## src/rtl/fetch_pkg.sv

```systemverilog
// fetch_pkg: shared constants and types for the LEGv8 instruction-fetch block.
//   N         - PC / branch-target width
//   I         - instruction width
//   AW        - instruction-ROM word-address width
//   HALT_WORD - encoding of the self-looping terminator CBZ XZR, #0
//   NOP_WORD  - value loaded into IF/ID for a bubble
//   CNT_MAX   - saturation value of the fetch counter
package fetch_pkg;

  localparam int N  = 64;
  localparam int I  = 32;
  localparam int AW = 6;

  localparam logic [31:0] HALT_WORD = 32'hB400001F;
  localparam logic [31:0] NOP_WORD  = 32'h0000_0000;
  localparam logic [15:0] CNT_MAX   = 16'hFFFF;

  typedef enum logic {
    RUN  = 1'b0,
    HALT = 1'b1
  } fetch_state_t;

endpackage

```

## src/rtl/ifid_reg.sv

```systemverilog
// ifid_reg: IF/ID pipeline register with valid bit.
// Ports:
//   clk, reset        - clock, synchronous active-high reset
//   load_i            - capture {pc_i, instr_i} as a valid instruction
//   flush_i           - insert a bubble (pc=0, instr=NOP, valid=0); wins over load_i
//   pc_i, instr_i     - PC and instruction word being fetched
//   pc_o, instr_o     - registered PC / instruction
//   valid_o           - 1 when the register holds a real instruction
// With neither load_i nor flush_i the contents hold (stall).
module ifid_reg #(
  parameter int N = 64,
  parameter int I = 32
) (
  input  logic         clk,
  input  logic         reset,
  input  logic         load_i,
  input  logic         flush_i,
  input  logic [N-1:0] pc_i,
  input  logic [I-1:0] instr_i,
  output logic [N-1:0] pc_o,
  output logic [I-1:0] instr_o,
  output logic         valid_o
);
  import fetch_pkg::*;

  logic [N-1:0] pc_q, pc_d;
  logic [I-1:0] instr_q, instr_d;
  logic         valid_q, valid_d;

  always_comb begin
    pc_d    = pc_q;
    instr_d = instr_q;
    valid_d = valid_q;
    if (flush_i) begin
      pc_d    = '0;
      instr_d = I'(NOP_WORD);
      valid_d = 1'b0;
    end else if (load_i) begin
      pc_d    = pc_i;
      instr_d = instr_i;
      valid_d = 1'b1;
    end
  end

  // IF/ID stage boundary
  always_ff @(posedge clk) begin
    if (reset) begin
      pc_q    <= '0;
      instr_q <= '0;
      valid_q <= 1'b0;
    end else begin
      pc_q    <= pc_d;
      instr_q <= instr_d;
      valid_q <= valid_d;
    end
  end

  assign pc_o    = pc_q;
  assign instr_o = instr_q;
  assign valid_o = valid_q;

endmodule

```

## src/rtl/fetch_unit.sv

```systemverilog
// fetch_unit: instruction-fetch controller for the pipelined LEGv8 core.
// Owns the PC, addresses the external combinational instruction ROM and
// registers the fetched word into IF/ID.
// Ports:
//   clk, reset      - clock, synchronous active-high reset
//   stall_i         - hold PC, IF/ID and counter (ignored while halted)
//   br_taken_i      - taken branch: redirect PC and flush IF/ID
//   br_target_i     - branch byte address (bits [1:0] are ignored)
//   imem_addr_o     - ROM word address, pc_o[AW+1:2] (combinational)
//   imem_q_i        - ROM read data for imem_addr_o
//   pc_o            - current fetch PC
//   ifid_pc_o       - PC of the IF/ID instruction
//   ifid_instr_o    - IF/ID instruction
//   ifid_valid_o    - IF/ID holds a real instruction
//   halted_o        - fetch stopped on the halt word
//   fetch_cnt_o     - number of valid IF/ID loads, saturating at 0xFFFF
// Edge priority: reset > branch > (halted: bubble) > stall > halt detect > fetch.
module fetch_unit #(
  parameter int N  = fetch_pkg::N,
  parameter int I  = fetch_pkg::I,
  parameter int AW = fetch_pkg::AW
) (
  input  logic          clk,
  input  logic          reset,
  input  logic          stall_i,
  input  logic          br_taken_i,
  input  logic [N-1:0]  br_target_i,
  output logic [AW-1:0] imem_addr_o,
  input  logic [I-1:0]  imem_q_i,
  output logic [N-1:0]  pc_o,
  output logic [N-1:0]  ifid_pc_o,
  output logic [I-1:0]  ifid_instr_o,
  output logic          ifid_valid_o,
  output logic          halted_o,
  output logic [15:0]   fetch_cnt_o
);
  import fetch_pkg::*;

  localparam logic [N-1:0] PC_STEP = N'(4);

  function automatic logic [15:0] sat_inc(input logic [15:0] v);
    return (v == CNT_MAX) ? v : v + 16'd1;
  endfunction

  fetch_state_t state_q, state_d;
  logic [N-1:0] pc_q, pc_d;
  logic [15:0]  cnt_q, cnt_d;
  logic         ifid_load, ifid_flush;
  logic         halt_det;

  // Only a word fetched while running can trigger the halt transition.
  assign halt_det = (state_q == RUN) && (imem_q_i == I'(HALT_WORD));

  always_comb begin
    state_d    = state_q;
    pc_d       = pc_q;
    cnt_d      = cnt_q;
    ifid_load  = 1'b0;
    ifid_flush = 1'b0;
    if (br_taken_i) begin
      // Redirect is word-aligned; IF/ID gets a bubble and any halt is lifted.
      pc_d       = {br_target_i[N-1:2], 2'b00};
      ifid_flush = 1'b1;
      state_d    = RUN;
    end else if (state_q == HALT) begin
      // Halted fetch keeps feeding bubbles even under stall.
      ifid_flush = 1'b1;
    end else if (stall_i) begin
      // Everything holds.
    end else if (halt_det) begin
      // Halt word itself is a real instruction; PC parks on it.
      ifid_load = 1'b1;
      cnt_d     = sat_inc(cnt_q);
      state_d   = HALT;
    end else begin
      ifid_load = 1'b1;
      cnt_d     = sat_inc(cnt_q);
      pc_d      = pc_q + PC_STEP;
    end
  end

  // IF stage boundary: PC, FSM and counter
  always_ff @(posedge clk) begin
    if (reset) begin
      state_q <= RUN;
      pc_q    <= '0;
      cnt_q   <= '0;
    end else begin
      state_q <= state_d;
      pc_q    <= pc_d;
      cnt_q   <= cnt_d;
    end
  end

  ifid_reg #(
    .N (N),
    .I (I)
  ) u_ifid (
    .clk     (clk),
    .reset   (reset),
    .load_i  (ifid_load),
    .flush_i (ifid_flush),
    .pc_i    (pc_q),
    .instr_i (imem_q_i),
    .pc_o    (ifid_pc_o),
    .instr_o (ifid_instr_o),
    .valid_o (ifid_valid_o)
  );

  assign imem_addr_o = pc_q[AW+1:2];
  assign pc_o        = pc_q;
  assign halted_o    = (state_q == HALT);
  assign fetch_cnt_o = cnt_q;

endmodule
```

## config.mk

```make
export PLATFORM = sky130hd
export DESIGN_NAME = fetch_unit
export DESIGN_NICKNAME = d
export VERILOG_FILES = /design/src/rtl/fetch_pkg.sv /design/src/rtl/ifid_reg.sv /design/src/rtl/fetch_unit.sv
export SDC_FILE = /design/constraint.sdc
export NUM_CORES = 1
export LEC_CHECK = 0
export CAP_MARGIN = 20
export CELL_PAD_IN_SITES_DETAIL_PLACEMENT = 1
export CELL_PAD_IN_SITES_GLOBAL_PLACEMENT = 2
export CORE_ASPECT_RATIO = 1.5
export CORE_MARGIN = 2
export CORE_UTILIZATION = 36
export DETAILED_ROUTE_END_ITERATION = 10
export DONT_BUFFER_PORTS = 1
export GPL_ROUTABILITY_DRIVEN = 0
export GPL_TIMING_DRIVEN = 1
export PLACE_DENSITY = 0.85
export SLEW_MARGIN = 0
export SYNTH_ARGS = -nofsm -noshare
export SYNTH_HDL_FRONTEND = slang
export SYNTH_HIERARCHICAL = 1
export SYNTH_SLANG_ARGS = --single-unit
```

## constraint.sdc

```tcl
create_clock -name clk -period 3.65 [get_ports clk]
set_clock_uncertainty 0.2 [all_clocks]
set_input_delay 0.365 -clock clk [delete_from_list [all_inputs] [get_ports clk]]
set_output_delay 0.365 -clock clk [all_outputs]
set_load 0.05 [all_outputs]
```

==> results.toml, run 1 <==
[yosys]
synthTopCellsByArea = "dfxtp_1, mux2i_1, nor2_1"
synth_cell_types = 57
yosysTopAreaCell = "dfxtp_1"
mappedNetlistArea_sq_um = 8060
synth_common_cells = "nor2_1, dfxtp_1, mux2i_1"
synth_seq_cells = 176
synth.top_cell.area_share_pct = 43.7
ys_warn_count = 6
syn_inst = 898
syn_area_per_cell_sq_um = 8.97
async_reset_ff_share_pct = 0
yosys_most_used_dff = "dfxtp_1"
yosysSeqAreaShare_pct = 43.7
synth_edf_count = 0
synth_most_common_cell = "nor2_1"

[cells_and_area]
nFillCells = 2558
layout-drive-gt1-share_pct = 12.2
syn2layout_area_growth_pct = 28.3
fin_cells = 1322
final_net_count = 1134

[critical_path]
required_ps = 3810
worst-r2r-setup-slack_ps = 750
crit_chain = "buf_4 -> nand4_1 -> nor3_4 -> nand4_4 -> or4_4 -> or4_1 -> a311oi_1"
r2r_end = "pc_o[58]$_SDFFE_PP0P_"
slowest_stage = "or4_4"
cp_slowest_stage_delay_ps = 560
path_class = "flop to flop"
critPathLaunchType = "flop"
reg2regPathDepth = 7
cp.arrival_ps = 3060
end_kind = "flop"
worstPathMaxFanout = 10
r2r_start = "pc_o[29]$_SDFFE_PP0P_"

[timing]
setup_tns_ps = 0
clock.fmax_mhz = 344
hold_viol_final = 0
setup_viol = 0
worst_slew_pin_slew_ps = 720
max-slew-margin-rel_pct = 52.0
fin_crit_ps = 2900
maxSlewViolCount = 0
grt_setup_unrepaired = "no"
period_share_pct = 79.6

[flow_run]
drv_cap = 0

[cts]
cts-root-buf = "clkbuf_16"
clk-insertion-delay-late_ps = 450
clkSinkCount = 176
clock_path_buffers = 2
htree_levels = 4
path_clk_slew_ps = 70
cts_tree = "built"
cts_setup_buffers = 0
cts_buffers = 17

[floorplanning]
core-area_sq_um = 22100
io_pins = 284
rows = 67
die_y_um = 187
start_util_pct = 36.4
dieArea_sq_um = 23600
die_w_um = 126

[detailed_routing]
wl_per_cell_um = 21.1
wl_um = 27900
drt_iter0_drc = 260
drc = 0
num_vias = 7329
vias_per_cell = 5.54
postRouteAntennaNets = 0
drt_pass1_iterations = 4

[power]
vdd_drop_max_uv = 317
leakage_nw = 3.70
cellPowerDensity_nw_per_um2 = 457
finalPower_mw = 4.73

[min_path]
whs_path_depth = 2
hold_path.startpoint = "reset"
worstHoldPathType = "input port to flop"
hold_end = "fetch_cnt_o[14]$_SDFFE_PP0P_"

[outcome]
status = "completed"

[place]
dp.cells = 1187
dpl.hpwl_um = 18400
io_buffers = 0

[global_route]
grt_max_degree = 114
grt_antenna_before_repair = 1
grt_pass1_wl_um = 43500
grt_pass1_vias = 7744
grt.overflow.total = 0
track_usage_pct = 23.3
placed cells by master (no fill, tap or decap), types with 6 or more instances in the layout:
cell type        n
xor2_1          26
nand3_1         36
nor4_1          22
inv_1            6
mux2i_1         97
nand2_1         42
a211oi_1        45
o21ai_0          8
xnor2_1         36
buf_4           74
nor3_1          19
nor2_1         188
dlygate4sd3_1   98
or3_1            7
nand4_1         46
dfxtp_1        176
a311oi_1         7
and3_1           8
and4_1           9
clkbuf_16       17
how the worst max path moves through the flow:
stage	start	end
final	pc_o[29]$_SDFFE_PP0P_	pc_o[58]$_SDFFE_PP0P_
after global routing	pc_o[2]$_SDFFE_PP0P_	pc_o[51]$_SDFFE_PP0P_
after CTS	fetch_cnt_o[3]$_SDFFE_PP0P_	fetch_cnt_o[12]$_SDFFE_PP0P_
after detailed placement	fetch_cnt_o[3]$_SDFFE_PP0P_	fetch_cnt_o[12]$_SDFFE_PP0P_
after global placement	pc_o[29]$_SDFFE_PP0P_	pc_o[58]$_SDFFE_PP0P_
after floorplan	pc_o[2]$_SDFFE_PP0P_	pc_o[58]$_SDFFE_PP0P_
critical path, delay by kind of cell, from the launching register on:
kind	cells	cell delay, ps
AO/OA/AOI/OAI	1	240
buffers and inverters	1	210
flip-flops	1	300
AND/OR/NAND/NOR	5	1870
sequential cells by signal, indices dropped and copies added, names as in the netlist:
name            flops
fetch_cnt_o        16
halted_o            1
pc_o               62
u_ifid/instr_o     32
u_ifid/pc_o        64
u_ifid/valid_o      1
logic make-up after synthesis:
kind of cell               after synthesis  synth area share [%]
buffers and inverters                   73                  4.83
xor gates and xnor gates                62                  6.74
and+or+nand+nor                        406                  24.9
adders and majority gates                2                 0.311
DFF                                    176                  43.7
other                                    1                0.0465
muxes                                   97                  12.0
AOI/OAI and AO/OA                       81                  7.36
per-stage QoR:
step	worst slack [ps]	utilization, %	area (sq um)	hold slack [ps]
6_report	746	46.7	10300	99.1
5_1_grt	551	46.7	10300	103
2_1_floorplan	616	-	8070	287
4_1_cts	616	46.4	10300	85.6
3_3_place_gp	788	39.1	8650	250
3_5_place_dp	647	39.1	8650	250
power by group:
group | total [mW] | internal [mW] | switching, mW
clock | 1.92 | 1.13 | 0.789
sequential | 2.13 | 1.99 | 0.138
combinational | 0.684 | 0.239 | 0.445
final cells by class:
| type | instances | area (sq um) | share of cell area (%) |
|---|---|---|---|
| well taps | 276 | 345 | 3.34 |
| clock inverters | 9 | 131 | 1.27 |
| clock buffers | 23 | 478 | 4.62 |
| diodes | 1 | 2.50 | 0.0242 |
| flip-flops and latches | 176 | 3520 | 34.1 |
| inverters | 8 | 37.5 | 0.363 |
| repair buffers | 177 | 1650 | 16.0 |
| multi-input cells | 652 | 4170 | 40.3 |
layer usage:
layer,up-vias,GRT usage (%),part of all wire [%]
met5,-,0,0
met4,0,9.85,2.8
met3,45,6.18,5.8
met2,229,42.8,54
met1,3605,24.8,38
li1,3450,-,-
repair_timing:
action | in CTS | in global routing
resized for setup | 0 | 0
hold buffers | 99 | 0
hold endpoints to repair | 111 | 0
(Power assumes the default switching activity.)
==> inputs of run 2 (changes only) <==
- CORE_UTILIZATION: 36 -> 33
- PLACE_DENSITY: 0.85 -> 0.83
- clock period: 3.65 -> 2.4 ns (I/O delays scaled with it)
==> run 2 against run 1 <==
Via count increased by 1.2%. Flip-flop and latch count unchanged. Cell count is 4.8% higher. Register-to-register slack worse by 820 ps. Non-clock buffer count grew 17. Critical endpoint is now pc_o[62]$_SDFFE_PP0P_. The flow now finishes with violations (hold timing, setup timing).
==> results.toml, run 2 (synthesis results as in run 1) <==
[outcome]
violations = "hold timing, setup timing"
status = "finished with violations"

[detailed_routing]
wl_um = 29600
postRouteAntennaNets = 0
drt_iter0_drc = 403
drc = 0
num_vias = 7415
drt_pass1_iterations = 4
vias_per_cell = 5.35
wl_per_cell_um = 21.3

[global_route]
grt_pass1_wl_um = 45300
grt_antenna_before_repair = 0
track_usage_pct = 22.5
grt_pass1_vias = 7976
grt.overflow.total = 0
grt_max_degree = 114

[cts]
clock_path_buffers = 2
htree_levels = 4
cts_tree = "built"
clkSinkCount = 176
cts_buffers = 17
cts-root-buf = "clkbuf_16"
path_clk_slew_ps = 70
holdBufCountCts = 53
clk-insertion-delay-late_ps = 440

[floorplanning]
rows = 70
dieArea_sq_um = 25700
die_w_um = 132
die_y_um = 195
core-area_sq_um = 24200
start_util_pct = 33.3
io_pins = 284

[timing]
maxSlewViolCount = 0
period_share_pct = 103
setup_viol = 3
hold_viol_final = 68
fin_crit_ps = 2480
worst_slew_pin_slew_ps = 623
setup_ws_ps = -75.2
setup_tns_ps = -195
grt_setup_unrepaired = "yes"
clock.fmax_mhz = 404
max-slew-margin-rel_pct = 58.5
hold_ws_ps = -347

[critical_path]
required_ps = 2580
worstPathMaxFanout = 2
slowest_stage = "or4b_4"
cp_slowest_stage_delay_ps = 470
cp.arrival_ps = 2660
r2r_start = "pc_o[29]$_SDFFE_PP0P_"
path_class = "flop to flop"
critPathLaunchType = "flop"
end_kind = "flop"
crit_chain = "nand4_1 -> nor3_4 -> buf_6 -> or4b_4 -> or3_4 -> or4_4 -> nand3_2"
critPathLaunch = "pc_o[29]$_SDFFE_PP0P_"

[cells_and_area]
antenna_cells = 0
final_common_cell = "nor2_1"
final_cell_mix = "nor2_1, dfxtp_1, buf_4"
final_util_pct = 45.0
final_net_count = 1151
nFillCells = 2777
syn2layout_area_growth_pct = 35.0
largest_reg_flops = 64
layout-drive-gt1-share_pct = 26.5

[flow_run]
drv_cap = 0

[place]
dpl.hpwl_um = 19900
io_buffers = 0

[min_path]
worstHoldPathType = "input port to flop"
hold_path.startpoint = "reset"

[power]
vdd_drop_max_uv = 487
cellPowerDensity_nw_per_um2 = 656
leakage_nw = 3.92
[run 2: cell count changes in the layout (fill, tap and decap cells not counted), sizes merged]
cell / previous run / this run
clkinvlp: 3 / 0
dlymetal6s2s: 1 / 0
buf: 78 / 140
clkinv: 3 / 5
dlygate4sd3: 98 / 52
bufinv: 3 / 2
diode: 1 / 0
inv: 8 / 12
[run 2: timing repair]
action / 4_1_cts / 5_1_grt
buffers inserted: 3 / 14
gates cloned: 1 / 2
resized for setup: 16 / 44
endpoints found under the setup margin: 17 / 42
endpoints found under the hold margin: 111 / 68
pin swaps: 3 / 41
[run 2: worst paths after layout]
kind | to | slack (ps) | cells after the start
worst max-delay path | pc_o[62]$_SDFFE_PP0P_ | -80 | 7
worst min-delay path | fetch_cnt_o[4]$_SDFFE_PP0P_ | -350 | 1
worst max register to register | pc_o[62]$_SDFFE_PP0P_ | -80 | 7
worst min register to register | pc_o[63]$_SDFFE_PP0P_ | 320 | 2
[run 2: metrics by stage]
| step | power, mW | worst slack [ps] | std cells | instance area, sq um |
|---|---|---|---|---|
| floorplan | 3.96 | -121 | 901 | 8240 |
| global placement | 4.17 | -59.8 | 1281 | 9260 |
| detailed placement | 4.19 | -123 | 1281 | 9260 |
| CTS | 7.18 | -75.0 | 1370 | 10500 |
| global route | 7.41 | -199 | 1386 | 10900 |
| finish | 7.13 | -75.2 | 1386 | 10900 |
[run 2: power breakdown]
group	switching (mW)	leakage (nW)	internal [mW]	total, mW
Clock	1.24	0.298	1.63	2.88
Combinational	0.696	2.16	0.365	1.06
Sequential	0.177	1.46	3.02	3.20
Total	2.11	3.92	5.02	7.13
[run 2: final cells by class]
class | count | area [sq um] | share of cell area [%]
clock inverters | 11 | 128 | 1.17
flip-flops and latches | 176 | 3650 | 33.6
multi-input cells | 652 | 4370 | 40.2
well taps | 324 | 405 | 3.73
clock buffers | 21 | 472 | 4.34
inverters | 8 | 37.5 | 0.345
repair buffers | 194 | 1810 | 16.7
[run 2: metal layers]
layer	routed length, um	part of all wire (%)	global-route usage [%]	vias up
met2	16100	54	42.5	246
met1	11100	37	23.6	3639
li1	-	-	-	3482
met5	0	0	0	-
met4	839	2.8	9.50	0
met3	1550	5.2	5.53	48
[run 2: critical path: cells and delay by family, from the launching register on]
kind,cells,cell delay (ps)
buf+inv,1,130
flops,1,350
simple gates,6,1760
==> inputs of run 3 (changes only) <==
- ABC_AREA: not set -> 1
- CORE_UTILIZATION: 33 -> 30
- HOLD_SLACK_MARGIN: not set -> 0.15
- PLACE_DENSITY: 0.83 -> 0.84
==> run 3 against run 2 <==
The flow now finishes without violations. Sequential power up 5%. Area after synthesis up 25%. Maximum frequency up 10%. First-iteration DRC count up 19%. Critical path type unchanged. Critical endpoint is now pc_o[8]$_SDFFE_PP0P_. Highest routed layer unchanged.
==> results.toml, run 3 <==
[critical_path]
crit_chain = "ha_2 -> inv_2 -> nor2_8 -> nand2_4 -> xnor2_1 -> mux2i_1 -> dlygate4sd3_1 -> a21oi_1"
r2r_start = "pc_o[3]$_SDFFE_PP0P_"
reg2regPathDepth = 8
critPathLaunchType = "flop"
path_class = "flop to flop"
cp_slowest_stage_delay_ps = 560
slowest_stage = "dlygate4sd3_1"
path_buf_inv = 2
r2r_end = "pc_o[8]$_SDFFE_PP0P_"
path_delay_family = "buffers and inverters"
worst-r2r-setup-slack_ps = 160
crit_cells = 8
required_ps = 2550
cp.arrival_ps = 2390
worstPathMaxFanout = 6
end_kind = "flop"

[cells_and_area]
syn2layout_area_growth_pct = 28.7
final_cell_mix = "nand2_1, nor2_1, inv_1"
final_net_count = 1928
fin_area_sq_um = 13000
final_util_pct = 39.0
largest_reg_flops = 64
final_common_cell = "nand2_1"
layout-drive-gt1-share_pct = 10.9

[yosys]
synthTopCellsByArea = "dfxtp_1, nand2_1, nor2_1"
yosysTopAreaCell = "dfxtp_1"
async_reset_ff_share_pct = 0
syn_inst = 1646
ys_warn_count = 6
synth_cell_types = 43
synth_seq_cells = 176
yosysSeqAreaShare_pct = 35.0
synth_most_common_cell = "nand2_1"
mappedNetlistArea_sq_um = 10100
yosys_most_used_dff = "dfxtp_1"
synth_edf_count = 0
synth.top_cell.area_share_pct = 35.0
syn_area_per_cell_sq_um = 6.12
synth_common_cells = "nand2_1, nor2_1, inv_1"

[place]
dpl.hpwl_um = 30800
place_area_sq_um = 11000
io_buffers = 0

[timing]
max-slew-margin-rel_pct = 59.8
grt_setup_unrepaired = "no"
worst_slew_pin_slew_ps = 602
period_share_pct = 93.4
hold_ws_ps = 192
setup_viol = 0
maxSlewViolCount = 0
fin_crit_ps = 2240
clock.fmax_mhz = 446
hold_viol_final = 0
setup_tns_ps = 0

[floorplanning]
io_pins = 284
die_w_um = 154
core-area_sq_um = 33200
rows = 82
start_util_pct = 30.3
die_y_um = 228
dieArea_sq_um = 35100

[global_route]
grt_max_degree = 96
grt.overflow.total = 0
track_usage_pct = 23.2
grt_antenna_before_repair = 2
grt_pass1_wl_um = 63600
grt_pass1_vias = 11500

[cts]
path_clk_slew_ps = 70
cts-root-buf = "clkbuf_16"
clk-insertion-delay-late_ps = 450
clkSinkCount = 176
cts_tree = "built"
htree_levels = 4
cts_buffers = 17
clock_path_buffers = 2

[power]
p_sw_share_pct = 32.4
combPwrFrac_pct = 18.0
p_int_mw = 5.24
cellPowerDensity_nw_per_um2 = 597
power_frac_seq_pct = 43.4
power.share.clock_pct = 38.6
p_switching_mw = 2.51
vdd_drop_max_uv = 439
leakage_nw = 5.43

[detailed_routing]
drc = 0
postRouteAntennaNets = 0
wl_per_cell_um = 18.2
drt_iter0_drc = 480
wl_um = 41000
drt_pass1_iterations = 5
vias_per_cell = 4.82
num_vias = 10900

[outcome]
status = "completed"

[flow_run]
drv_cap = 0

[min_path]
worstHoldPathType = "input port to flop"
hold_end = "u_ifid/pc_o[15]$_SDFFE_PP0P_"
hold_path.startpoint = "br_taken_i"
whs_path_depth = 5
## run 3: changes by cell type in the layout (fill, tap and decap cells not counted), moves of 51 or more
cell           delta
nand2_1         +444
nor2_1          +198
inv_1           +186
mux2i_1          -95
dlygate4sd3_1    +78
dfxtp_1          +51
## run 3: routing by layer
| layer | wire [um] | vias to the layer above | global-route usage, % |
|---|---|---|---|
| li1 | - | 5343 | - |
| met1 | 15600 | 5144 | 24.4 |
| met2 | 21400 | 304 | 43.6 |
| met3 | 2130 | 84 | 4.74 |
| met4 | 1840 | 0 | 11.0 |
| met5 | 0 | - | 0 |
## run 3: power by group through the flow
| stage | Clock (mW) | Combinational, mW | Sequential (mW) |
|---|---|---|---|
| after CTS | 3.08 | 1.40 | 3.36 |
| after floorplan | 0 | 0.594 | 3.67 |
| final | 2.99 | 1.39 | 3.36 |
| after global routing | 3.17 | 1.53 | 3.37 |
| after global placement | 0 | 1.15 | 3.43 |
| after detailed placement | 0 | 1.18 | 3.43 |
## run 3: cell type report
type                            instances  area (sq um)
Antenna cell                            1          2.50
Clock buffer                           21           470
Clock inverter                          8           129
Fill cell                            4377         20300
Inverter                              200           752
Multi-Input combinational cell       1204          5440
Sequential cell                       176          3520
Tap cell                              420           526
Timing Repair Buffer                  227          2120
## run 3: worst max-delay path by stage
stage / endpoint / from
after floorplan: pc_o[50]$_SDFFE_PP0P_ / pc_o[3]$_SDFFE_PP0P_
after global placement: pc_o[28]$_SDFFE_PP0P_ / imem_q_i[1]
after detailed placement: pc_o[32]$_SDFFE_PP0P_ / imem_q_i[1]
after CTS: pc_o[8]$_SDFFE_PP0P_ / pc_o[3]$_SDFFE_PP0P_
after global routing: pc_o[8]$_SDFFE_PP0P_ / pc_o[3]$_SDFFE_PP0P_
final: pc_o[8]$_SDFFE_PP0P_ / pc_o[3]$_SDFFE_PP0P_
## run 3: cell families (layout without fill, tap and decap cells)
kind of cell    after synthesis  after routing  synth area share, %
mux                           2              2                0.199
buf+inv                     269            456                 11.3
flops                       176            176                 35.0
simple gates               1047           1047                 44.3
fa+ha+maj                     2              2                0.248
compound gates              122            122                 6.68
xor+xnor                     27             27                 2.35
other cells                   1              5               0.0372
## run 3: stage by stage
stage | power [mW] | setup WS [ps] | std cells
floorplan | 4.26 | 95.2 | 1649
global placement | 4.57 | 148 | 2095
detailed placement | 4.61 | 97.6 | 2095
CTS | 7.84 | 133 | 2256
global route | 8.07 | 5.04 | 2257
finish | 7.75 | 159 | 2257
## run 3: repair_timing
action,in CTS,in global routing
hold endpoints to repair,176,0
setup endpoints to repair,0,1
hold buffers,132,0
resized for setup,0,1
setup buffers,0,0
## run 3: tightest hold or removal path, delay by kind of cell
kind | cells | cell delay (ps)
buffers and inverters | 1 | 190
and+or+nand+nor | 4 | 370
